[src/rtl/rob_commit_ctrl_if.sv]
// Purpose: bundles the allocate, result-broadcast and commit buses of the reorder buffer.
// Latency: none; this is wiring only.
// Backpressure: ROB_full tells the allocating side to hold off; there is no other flow control.
// Ports: master = decode/execute/regfile side, slave = the reorder buffer itself.
interface rob_commit_ctrl_if;
   // allocation from decode
   logic        ID_alloc_valid;
   logic [4:0]  ID_reg_dest;
   logic [3:0]  ID_alloc_tag;
   logic        ROB_full;
   // result broadcast
   logic        CDB_valid;
   logic [3:0]  CDB_tag;
   logic [31:0] CDB_data;
   logic        CDB_mispredict;
   logic [31:0] CDB_target_pc;
   // commit / redirect
   logic        ROB_data_valid;
   logic [4:0]  ROB_reg_dest;
   logic [3:0]  ROB_tag;
   logic [31:0] ROB_data;
   logic        ROB_flush;
   logic [31:0] ROB_flush_pc;

   modport master (
      output ID_alloc_valid, ID_reg_dest,
      output CDB_valid, CDB_tag, CDB_data, CDB_mispredict, CDB_target_pc,
      input  ID_alloc_tag, ROB_full,
      input  ROB_data_valid, ROB_reg_dest, ROB_tag, ROB_data, ROB_flush, ROB_flush_pc
   );

   modport slave (
      input  ID_alloc_valid, ID_reg_dest,
      input  CDB_valid, CDB_tag, CDB_data, CDB_mispredict, CDB_target_pc,
      output ID_alloc_tag, ROB_full,
      output ROB_data_valid, ROB_reg_dest, ROB_tag, ROB_data, ROB_flush, ROB_flush_pc
   );
endinterface

[src/rtl/rob_commit_ctrl.sv]
// Purpose: 8-entry reorder buffer that retires results in order and flushes on a mispredicted commit.
// Latency: a result commits no earlier than the cycle after its broadcast; commit outputs are registered.
// Backpressure: ROB_full (count == 8) blocks allocation; rdy = 0 freezes everything.
// Ports: clk, rst (async active-low), rdy (global enable), bus (slave side of rob_commit_ctrl_if).
module rob_commit_ctrl (
   input  logic             clk,
   input  logic             rst,
   input  logic             rdy,
   rob_commit_ctrl_if.slave bus
);

   typedef enum logic {NORMAL, FLUSH} state_t;

   state_t      state;
   logic [7:0]  busy;
   logic [7:0]  ready;
   logic [7:0]  mispredict;
   logic [4:0]  dest      [8];
   logic [31:0] data      [8];
   logic [31:0] target_pc [8];
   logic [2:0]  head;
   logic [2:0]  tail;
   logic [3:0]  count;

   logic        out_data_valid;
   logic [4:0]  out_reg_dest;
   logic [3:0]  out_tag;
   logic [31:0] out_data;
   logic        out_flush;
   logic [31:0] out_flush_pc;

   logic        full;
   logic        active;
   logic        cdb_in_range;
   logic [2:0]  cdb_idx;
   logic        do_alloc;
   logic        do_cdb;
   logic        do_commit;
   logic        commit_flush;

   // Tags are entry index + 1 so that tag 0 can mean "no producer".
   assign full         = (count == 4'd8);
   assign active       = rdy && (state == NORMAL);
   assign cdb_in_range = (bus.CDB_tag != 4'd0) && (bus.CDB_tag <= 4'd8);
   assign cdb_idx      = bus.CDB_tag[2:0] - 3'd1;

   assign do_alloc     = active && bus.ID_alloc_valid && !full;
   assign do_cdb       = active && bus.CDB_valid && cdb_in_range && busy[cdb_idx];
   // Uses the registered ready bit, so a broadcast to the head commits one cycle later.
   assign do_commit    = active && busy[head] && ready[head];
   assign commit_flush = do_commit && mispredict[head];

   assign bus.ID_alloc_tag   = {1'b0, tail} + 4'd1;
   assign bus.ROB_full       = full;
   assign bus.ROB_data_valid = out_data_valid;
   assign bus.ROB_reg_dest   = out_reg_dest;
   assign bus.ROB_tag        = out_tag;
   assign bus.ROB_data       = out_data;
   assign bus.ROB_flush      = out_flush;
   assign bus.ROB_flush_pc   = out_flush_pc;

   always_ff @(posedge clk or negedge rst) begin
      if (!rst) begin
         state          <= NORMAL;
         busy           <= '0;
         ready          <= '0;
         mispredict     <= '0;
         head           <= '0;
         tail           <= '0;
         count          <= '0;
         out_data_valid <= 1'b0;
         out_reg_dest   <= '0;
         out_tag        <= '0;
         out_data       <= '0;
         out_flush      <= 1'b0;
         out_flush_pc   <= '0;
         for (int i = 0; i < 8; i++) begin
            dest[i]      <= '0;
            data[i]      <= '0;
            target_pc[i] <= '0;
         end
      end else begin
         // Pulses drop in every cycle that does not commit, stalled cycles included.
         out_data_valid <= 1'b0;
         out_flush      <= 1'b0;

         if (rdy) begin
            if (state == FLUSH) begin
               state <= NORMAL;
            end else begin
               if (do_alloc) begin
                  busy[tail]       <= 1'b1;
                  ready[tail]      <= 1'b0;
                  mispredict[tail] <= 1'b0;
                  dest[tail]       <= bus.ID_reg_dest;
               end

               if (do_cdb) begin
                  ready[cdb_idx]      <= 1'b1;
                  data[cdb_idx]       <= bus.CDB_data;
                  mispredict[cdb_idx] <= bus.CDB_mispredict;
                  target_pc[cdb_idx]  <= bus.CDB_target_pc;
               end

               // Commit writes come last so they win over a broadcast to the head entry.
               if (do_commit) begin
                  busy[head]     <= 1'b0;
                  ready[head]    <= 1'b0;
                  out_data_valid <= (dest[head] != 5'd0);
                  out_reg_dest   <= dest[head];
                  out_tag        <= {1'b0, head} + 4'd1;
                  out_data       <= data[head];
               end

               // A mispredicted commit still writes its register, then squashes everything younger.
               if (commit_flush) begin
                  busy         <= '0;
                  ready        <= '0;
                  head         <= '0;
                  tail         <= '0;
                  count        <= '0;
                  out_flush    <= 1'b1;
                  out_flush_pc <= target_pc[head];
                  state        <= FLUSH;
               end else begin
                  head  <= head + 3'(do_commit);
                  tail  <= tail + 3'(do_alloc);
                  count <= count + 4'(do_alloc) - 4'(do_commit);
               end
            end
         end
      end
   end

endmodule

[src/flat_wrapper.sv]
// flat-port wrapper written by rule: the top's interface ports become plain ports
module rob_commit_ctrl_flat 
  (clk, rst, rdy, bus_ID_alloc_valid, bus_ID_reg_dest, bus_CDB_valid, bus_CDB_tag, bus_CDB_data, bus_CDB_mispredict, bus_CDB_target_pc, bus_ID_alloc_tag, bus_ROB_full, bus_ROB_data_valid, bus_ROB_reg_dest, bus_ROB_tag, bus_ROB_data, bus_ROB_flush, bus_ROB_flush_pc);
  rob_commit_ctrl_if bus_i ();
  input  logic clk;
  input  logic rst;
  input  logic rdy;
  input wire logic [$bits(bus_i.ID_alloc_valid)-1:0] bus_ID_alloc_valid;
  input wire logic [$bits(bus_i.ID_reg_dest)-1:0] bus_ID_reg_dest;
  input wire logic [$bits(bus_i.CDB_valid)-1:0] bus_CDB_valid;
  input wire logic [$bits(bus_i.CDB_tag)-1:0] bus_CDB_tag;
  input wire logic [$bits(bus_i.CDB_data)-1:0] bus_CDB_data;
  input wire logic [$bits(bus_i.CDB_mispredict)-1:0] bus_CDB_mispredict;
  input wire logic [$bits(bus_i.CDB_target_pc)-1:0] bus_CDB_target_pc;
  output wire logic [$bits(bus_i.ID_alloc_tag)-1:0] bus_ID_alloc_tag;
  output wire logic [$bits(bus_i.ROB_full)-1:0] bus_ROB_full;
  output wire logic [$bits(bus_i.ROB_data_valid)-1:0] bus_ROB_data_valid;
  output wire logic [$bits(bus_i.ROB_reg_dest)-1:0] bus_ROB_reg_dest;
  output wire logic [$bits(bus_i.ROB_tag)-1:0] bus_ROB_tag;
  output wire logic [$bits(bus_i.ROB_data)-1:0] bus_ROB_data;
  output wire logic [$bits(bus_i.ROB_flush)-1:0] bus_ROB_flush;
  output wire logic [$bits(bus_i.ROB_flush_pc)-1:0] bus_ROB_flush_pc;
  assign bus_i.ID_alloc_valid = bus_ID_alloc_valid;
  assign bus_i.ID_reg_dest = bus_ID_reg_dest;
  assign bus_i.CDB_valid = bus_CDB_valid;
  assign bus_i.CDB_tag = bus_CDB_tag;
  assign bus_i.CDB_data = bus_CDB_data;
  assign bus_i.CDB_mispredict = bus_CDB_mispredict;
  assign bus_i.CDB_target_pc = bus_CDB_target_pc;
  assign bus_ID_alloc_tag = bus_i.ID_alloc_tag;
  assign bus_ROB_full = bus_i.ROB_full;
  assign bus_ROB_data_valid = bus_i.ROB_data_valid;
  assign bus_ROB_reg_dest = bus_i.ROB_reg_dest;
  assign bus_ROB_tag = bus_i.ROB_tag;
  assign bus_ROB_data = bus_i.ROB_data;
  assign bus_ROB_flush = bus_i.ROB_flush;
  assign bus_ROB_flush_pc = bus_i.ROB_flush_pc;
  rob_commit_ctrl u_core (.clk(clk), .rst(rst), .rdy(rdy), .bus(bus_i));
endmodule
[config.mk]
export PLATFORM = sky130hd
export DESIGN_NAME = rob_commit_ctrl_flat
export DESIGN_NICKNAME = d
export VERILOG_FILES = /design/src/rtl/rob_commit_ctrl_if.sv /design/src/rtl/rob_commit_ctrl.sv /design/src/flat_wrapper.sv
export SDC_FILE = /design/constraint.sdc
export NUM_CORES = 1
export LEC_CHECK = 0
export CORE_MARGIN = 2
export CORE_UTILIZATION = 40
export CTS_CLUSTER_DIAMETER = 80
export DETAILED_ROUTE_END_ITERATION = 16
export DONT_BUFFER_PORTS = 1
export HOLD_SLACK_MARGIN = 0.02
export PLACE_DENSITY_LB_ADDON = 0.12
export SLEW_MARGIN = 20
export SYNTH_ARGS = -nofsm -noshare
export SYNTH_HDL_FRONTEND = slang
export SYNTH_SLANG_ARGS = --single-unit
export TNS_END_PERCENT = 10
[constraint.sdc]
create_clock -name clk -period 10 [get_ports clk]
set_input_delay 2 -clock clk [delete_from_list [all_inputs] [get_ports clk]]
set_output_delay 2 -clock clk [all_outputs]
set_load 0.01 [all_outputs]
==> impl_metrics.env <==
export IMPL_run_status="complete, but fails checks"
export IMPL_violations="slew limit"
export IMPL_core_area_sq_um=74300
export IMPL_wl_per_cell_um=24.1
export IMPL_power_density_nw_per_um2=257
export IMPL_hold_viol_final=0
export IMPL_grt_antenna_before_repair=1
export IMPL_synth_top_area_share_pct=55.2
export IMPL_finalClockSkew_ps=20.0
export IMPL_postLayoutSetupSlackWorst_ps=5040
export IMPL_layout_worst_path_cycle_share_pct=49.6
export IMPL_tns_ps=0
export IMPL_vias_in_the_first_global_route=19000
export IMPL_synthDistinctLibCells=53
export IMPL_dominant_cell_type_by_area_after_synthesis="sky130_fd_sc_hd__dfrtp_1"
export IMPL_grt_busiest_layer="met2"
export IMPL_layout_commonest_cell="sky130_fd_sc_hd__mux2_2"
export IMPL_detailedPlacementHpwl_um=40400
export IMPL_grt_first_pass_wirelength_um=117000
export IMPL_drtIter0Drc=1113
export IMPL_grt_total_usage_pct=19.5
export IMPL_die_area_sq_um=77200
export IMPL_cts_resized=0
export IMPL_rows=100
export IMPL_chipHeight_um=278
export IMPL_netlist_area_sq_um=30000
export IMPL_grt_ovfl_total=0
export IMPL_post_cts_buffers=0
export IMPL_detail_route_wirelength_um=74800
export IMPL_ys_seq_area_share_pct=55.2
export IMPL_max_vdd_ir_drop_mv=0.184
export IMPL_max_slew_worst_pin_slew_ps=2930
export IMPL_met2_usage_pct=32.2
export IMPL_fmaxAchievable_ghz=0.202
export IMPL_final_antenna_net_count=0
export IMPL_nets=2170
export IMPL_cts_inserted_buffers=79
export IMPL_final_fill_count=6711
export IMPL_detail_route_vias_per_cell=5.65
export IMPL_io_buffers=0
export IMPL_postLayoutCellArea_sq_um=33200
export IMPL_synth_async_sr_flop_share_pct=100
export IMPL_synthFlopType="sky130_fd_sc_hd__dfrtp_1"
export IMPL_top_level_ports=159
export IMPL_clock_insertion_delay_worst_skew_ps=610
export IMPL_worstSetupStartpointType="flip-flop"
export IMPL_synth_warning_count=0
export IMPL_layout_common_cells="731 x sky130_fd_sc_hd__mux2_2, 659 x sky130_fd_sc_hd__dfrtp_1, 130 x sky130_fd_sc_hd__a22oi_1, 81 x sky130_fd_sc_hd__clkbuf_16, 77 x sky130_fd_sc_hd__o21ai_0"
export IMPL_final_weighted_congestion_in_routability_driven_placement=0.741
export IMPL_drive_gt1_share_pct=43.2
export IMPL_hold_buffers=0
export IMPL_place_worst_setup_slack_ps=5040
export IMPL_rsz0062_at_grt="false"
export IMPL_layout_min_cycle_time_ps=4960
export IMPL_syn2layout_area_growth_pct=10.8
export IMPL_die_x_um=278
export IMPL_antenna_cells=0
export IMPL_critical_path_required_ps=10440
export IMPL_synth_top_cells_by_area="sky130_fd_sc_hd__dfrtp_1 55%, sky130_fd_sc_hd__mux2_2 27%, sky130_fd_sc_hd__a22oi_1 3.3%"
export IMPL_drt_pass1_iterations=5
export IMPL_clock_tree_buffer_depth=3
export IMPL_clkSlewWorstSetupHoldPaths_ps=60
export IMPL_number_of_instances_in_the_synthesized_netlist=2135
export IMPL_synth_seq_cells=662
export IMPL_report_power_total_w=0.00855
export IMPL_globalRouteMet3Util_pct=3.90
export IMPL_setup_viol_count_final=0
export IMPL_setup_worst_path_class="flip-flop to flip-flop"
export IMPL_worst_setup_path_end_kind="flip-flop"
export IMPL_slew_headroom_pct=-95.2
export IMPL_clock_tree_root_buffer_cell="sky130_fd_sc_hd__clkbuf_16"
export IMPL_clock_sinks=662
export IMPL_vias=17500
export IMPL_placement_cell_area_sq_um=30700
export IMPL_min_delay_path_class="flip-flop to flip-flop"
export IMPL_htree_num_levels=3
export IMPL_syn_num_nets=2227
export IMPL_leakage_nw=15.0
export IMPL_arrival_time_reported_for_the_critical_path_endpoint_ps=5400
export IMPL_syn_area_per_cell_sq_um=14.1
export IMPL_met1_usage_pct=26.2
export IMPL_finalMaxSlewViolations=558
export IMPL_finished_core_util_pct=44.7
export IMPL_route_detailed_drc=0
export IMPL_cts_tree="done"
export IMPL_grt_start_max_net_pins=663
export IMPL_initial_core_util_pct=40.4
export IMPL_synth_edff_count=0
export IMPL_crit_fanout=63
export IMPL_max_cap_viol_count=0
-- synthesized netlist by cell type, types with 5 or more instances --
cell type	count
sky130_fd_sc_hd__a21oi_1	16
sky130_fd_sc_hd__a22oi_1	130
sky130_fd_sc_hd__a31oi_1	11
sky130_fd_sc_hd__a32o_1	5
sky130_fd_sc_hd__and3_1	7
sky130_fd_sc_hd__buf_1	18
sky130_fd_sc_hd__buf_2	63
sky130_fd_sc_hd__buf_4	11
sky130_fd_sc_hd__buf_6	6
sky130_fd_sc_hd__clkbuf_1	65
sky130_fd_sc_hd__dfrtp_1	662
sky130_fd_sc_hd__ha_1	12
sky130_fd_sc_hd__inv_1	16
sky130_fd_sc_hd__mux2_2	731
sky130_fd_sc_hd__mux2_4	22
sky130_fd_sc_hd__mux2i_1	75
sky130_fd_sc_hd__mux4_2	7
sky130_fd_sc_hd__nand2_1	32
sky130_fd_sc_hd__nand3_1	12
sky130_fd_sc_hd__nor2_1	26
sky130_fd_sc_hd__nor2b_1	6
sky130_fd_sc_hd__nor3_1	5
sky130_fd_sc_hd__o21ai_0	77
sky130_fd_sc_hd__o22a_1	65
sky130_fd_sc_hd__o22ai_1	5
sky130_fd_sc_hd__xor2_1	6
-- critical path: stages (launching register included) --
cell,delay (ps)
sky130_fd_sc_hd__dfrtp_4,680
sky130_fd_sc_hd__buf_4,720
sky130_fd_sc_hd__buf_4,800
sky130_fd_sc_hd__a211oi_1,250
sky130_fd_sc_hd__a211oi_4,610
sky130_fd_sc_hd__nor2_4,240
sky130_fd_sc_hd__ha_1,350
sky130_fd_sc_hd__inv_1,40
sky130_fd_sc_hd__ha_1,220
sky130_fd_sc_hd__fa_1,410
sky130_fd_sc_hd__xor2_1,170
sky130_fd_sc_hd__nand2_1,60
sky130_fd_sc_hd__o22ai_1,60
-- stage by stage --
step	std cells	hold slack, ps
finish	3101	489
global route	3101	505
CTS	3101	493
detailed placement	2966	480
global placement	2966	471
floorplan	2135	453
-- worst paths after layout --
kind                                  from                endpoint  slack, ps  cells past startpoint
setup / recovery            u_core.head[2]         u_core.count[2]       5040                     12
hold / removal             u_core.count[3]         u_core.count[3]        490                      2
hold reg to reg            u_core.count[3]         u_core.count[3]        490                      2
max in group asynchronous              rst        u_core.data[146]       6600                      0
setup reg to reg            u_core.head[2]         u_core.count[2]       5040                     12
min in group asynchronous              rst  u_core.bus.ROB_data[6]       1110                      0
-- power breakdown --
group | switching [W] | leakage [nW] | internal (W)
Sequential | 0.000431 | 8.78 | 0.00329
Combinational | 0.00101 | 4.98 | 0.00101
Clock | 0.00113 | 1.21 | 0.00168
-- sequential cells by signal, summed over array words and instances (netlist names) --
register	flops
u_core.mispredict	8
u_core.head	3
u_core.ready	8
u_core.bus.ROB_flush_pc	32
u_core.bus.ROB_flush	1
u_core.bus.ROB_reg_dest	5
u_core.count	4
u_core.busy	8
u_core.bus.ROB_data_valid	1
u_core.bus.ROB_tag	4
u_core.state	1
u_core.data	256
u_core.bus.ROB_data	32
u_core.target_pc	256
u_core.tail	3
u_core.dest	40
-- cell type report --
type / instances / area (sq um) / area share (%)
clock buffer: 116 / 2290 / 6.88
clock inverter: 19 / 221 / 0.666
inverter: 17 / 63.8 / 0.192
multi-input combinational: 1293 / 12700 / 38.1
sequential: 662 / 16600 / 49.9
tap: 969 / 1210 / 3.65
timing repair buffer: 25 / 200 / 0.602
-- logic make-up (layout without fill, tap and decap cells) --
family                     Yosys count  count (layout)  synth area share (%)
DFF                                662             662                  55.2
muxes                              836             836                  31.6
xor gates and xnor gates             7               7                 0.204
AOI/OAI and AO/OA                  329             329                  7.82
buffers and inverters              180             177                  2.80
adders and majority gates           13              13                 0.567
and+or+nand+nor                    108             108                  1.81
-- layer usage --
| layer | routed length, um | vias up | share of wire, % |
|---|---|---|---|
| li1 | - | 7785 | - |
| met1 | 33900 | 9305 | 45 |
| met3 | 3760 | 95 | 5.0 |
| met5 | 0 | - | 0 |
| met4 | 1470 | 0 | 2.0 |
| met2 | 35600 | 336 | 48 |
Note: power is estimated with default switching activity, not from simulation.
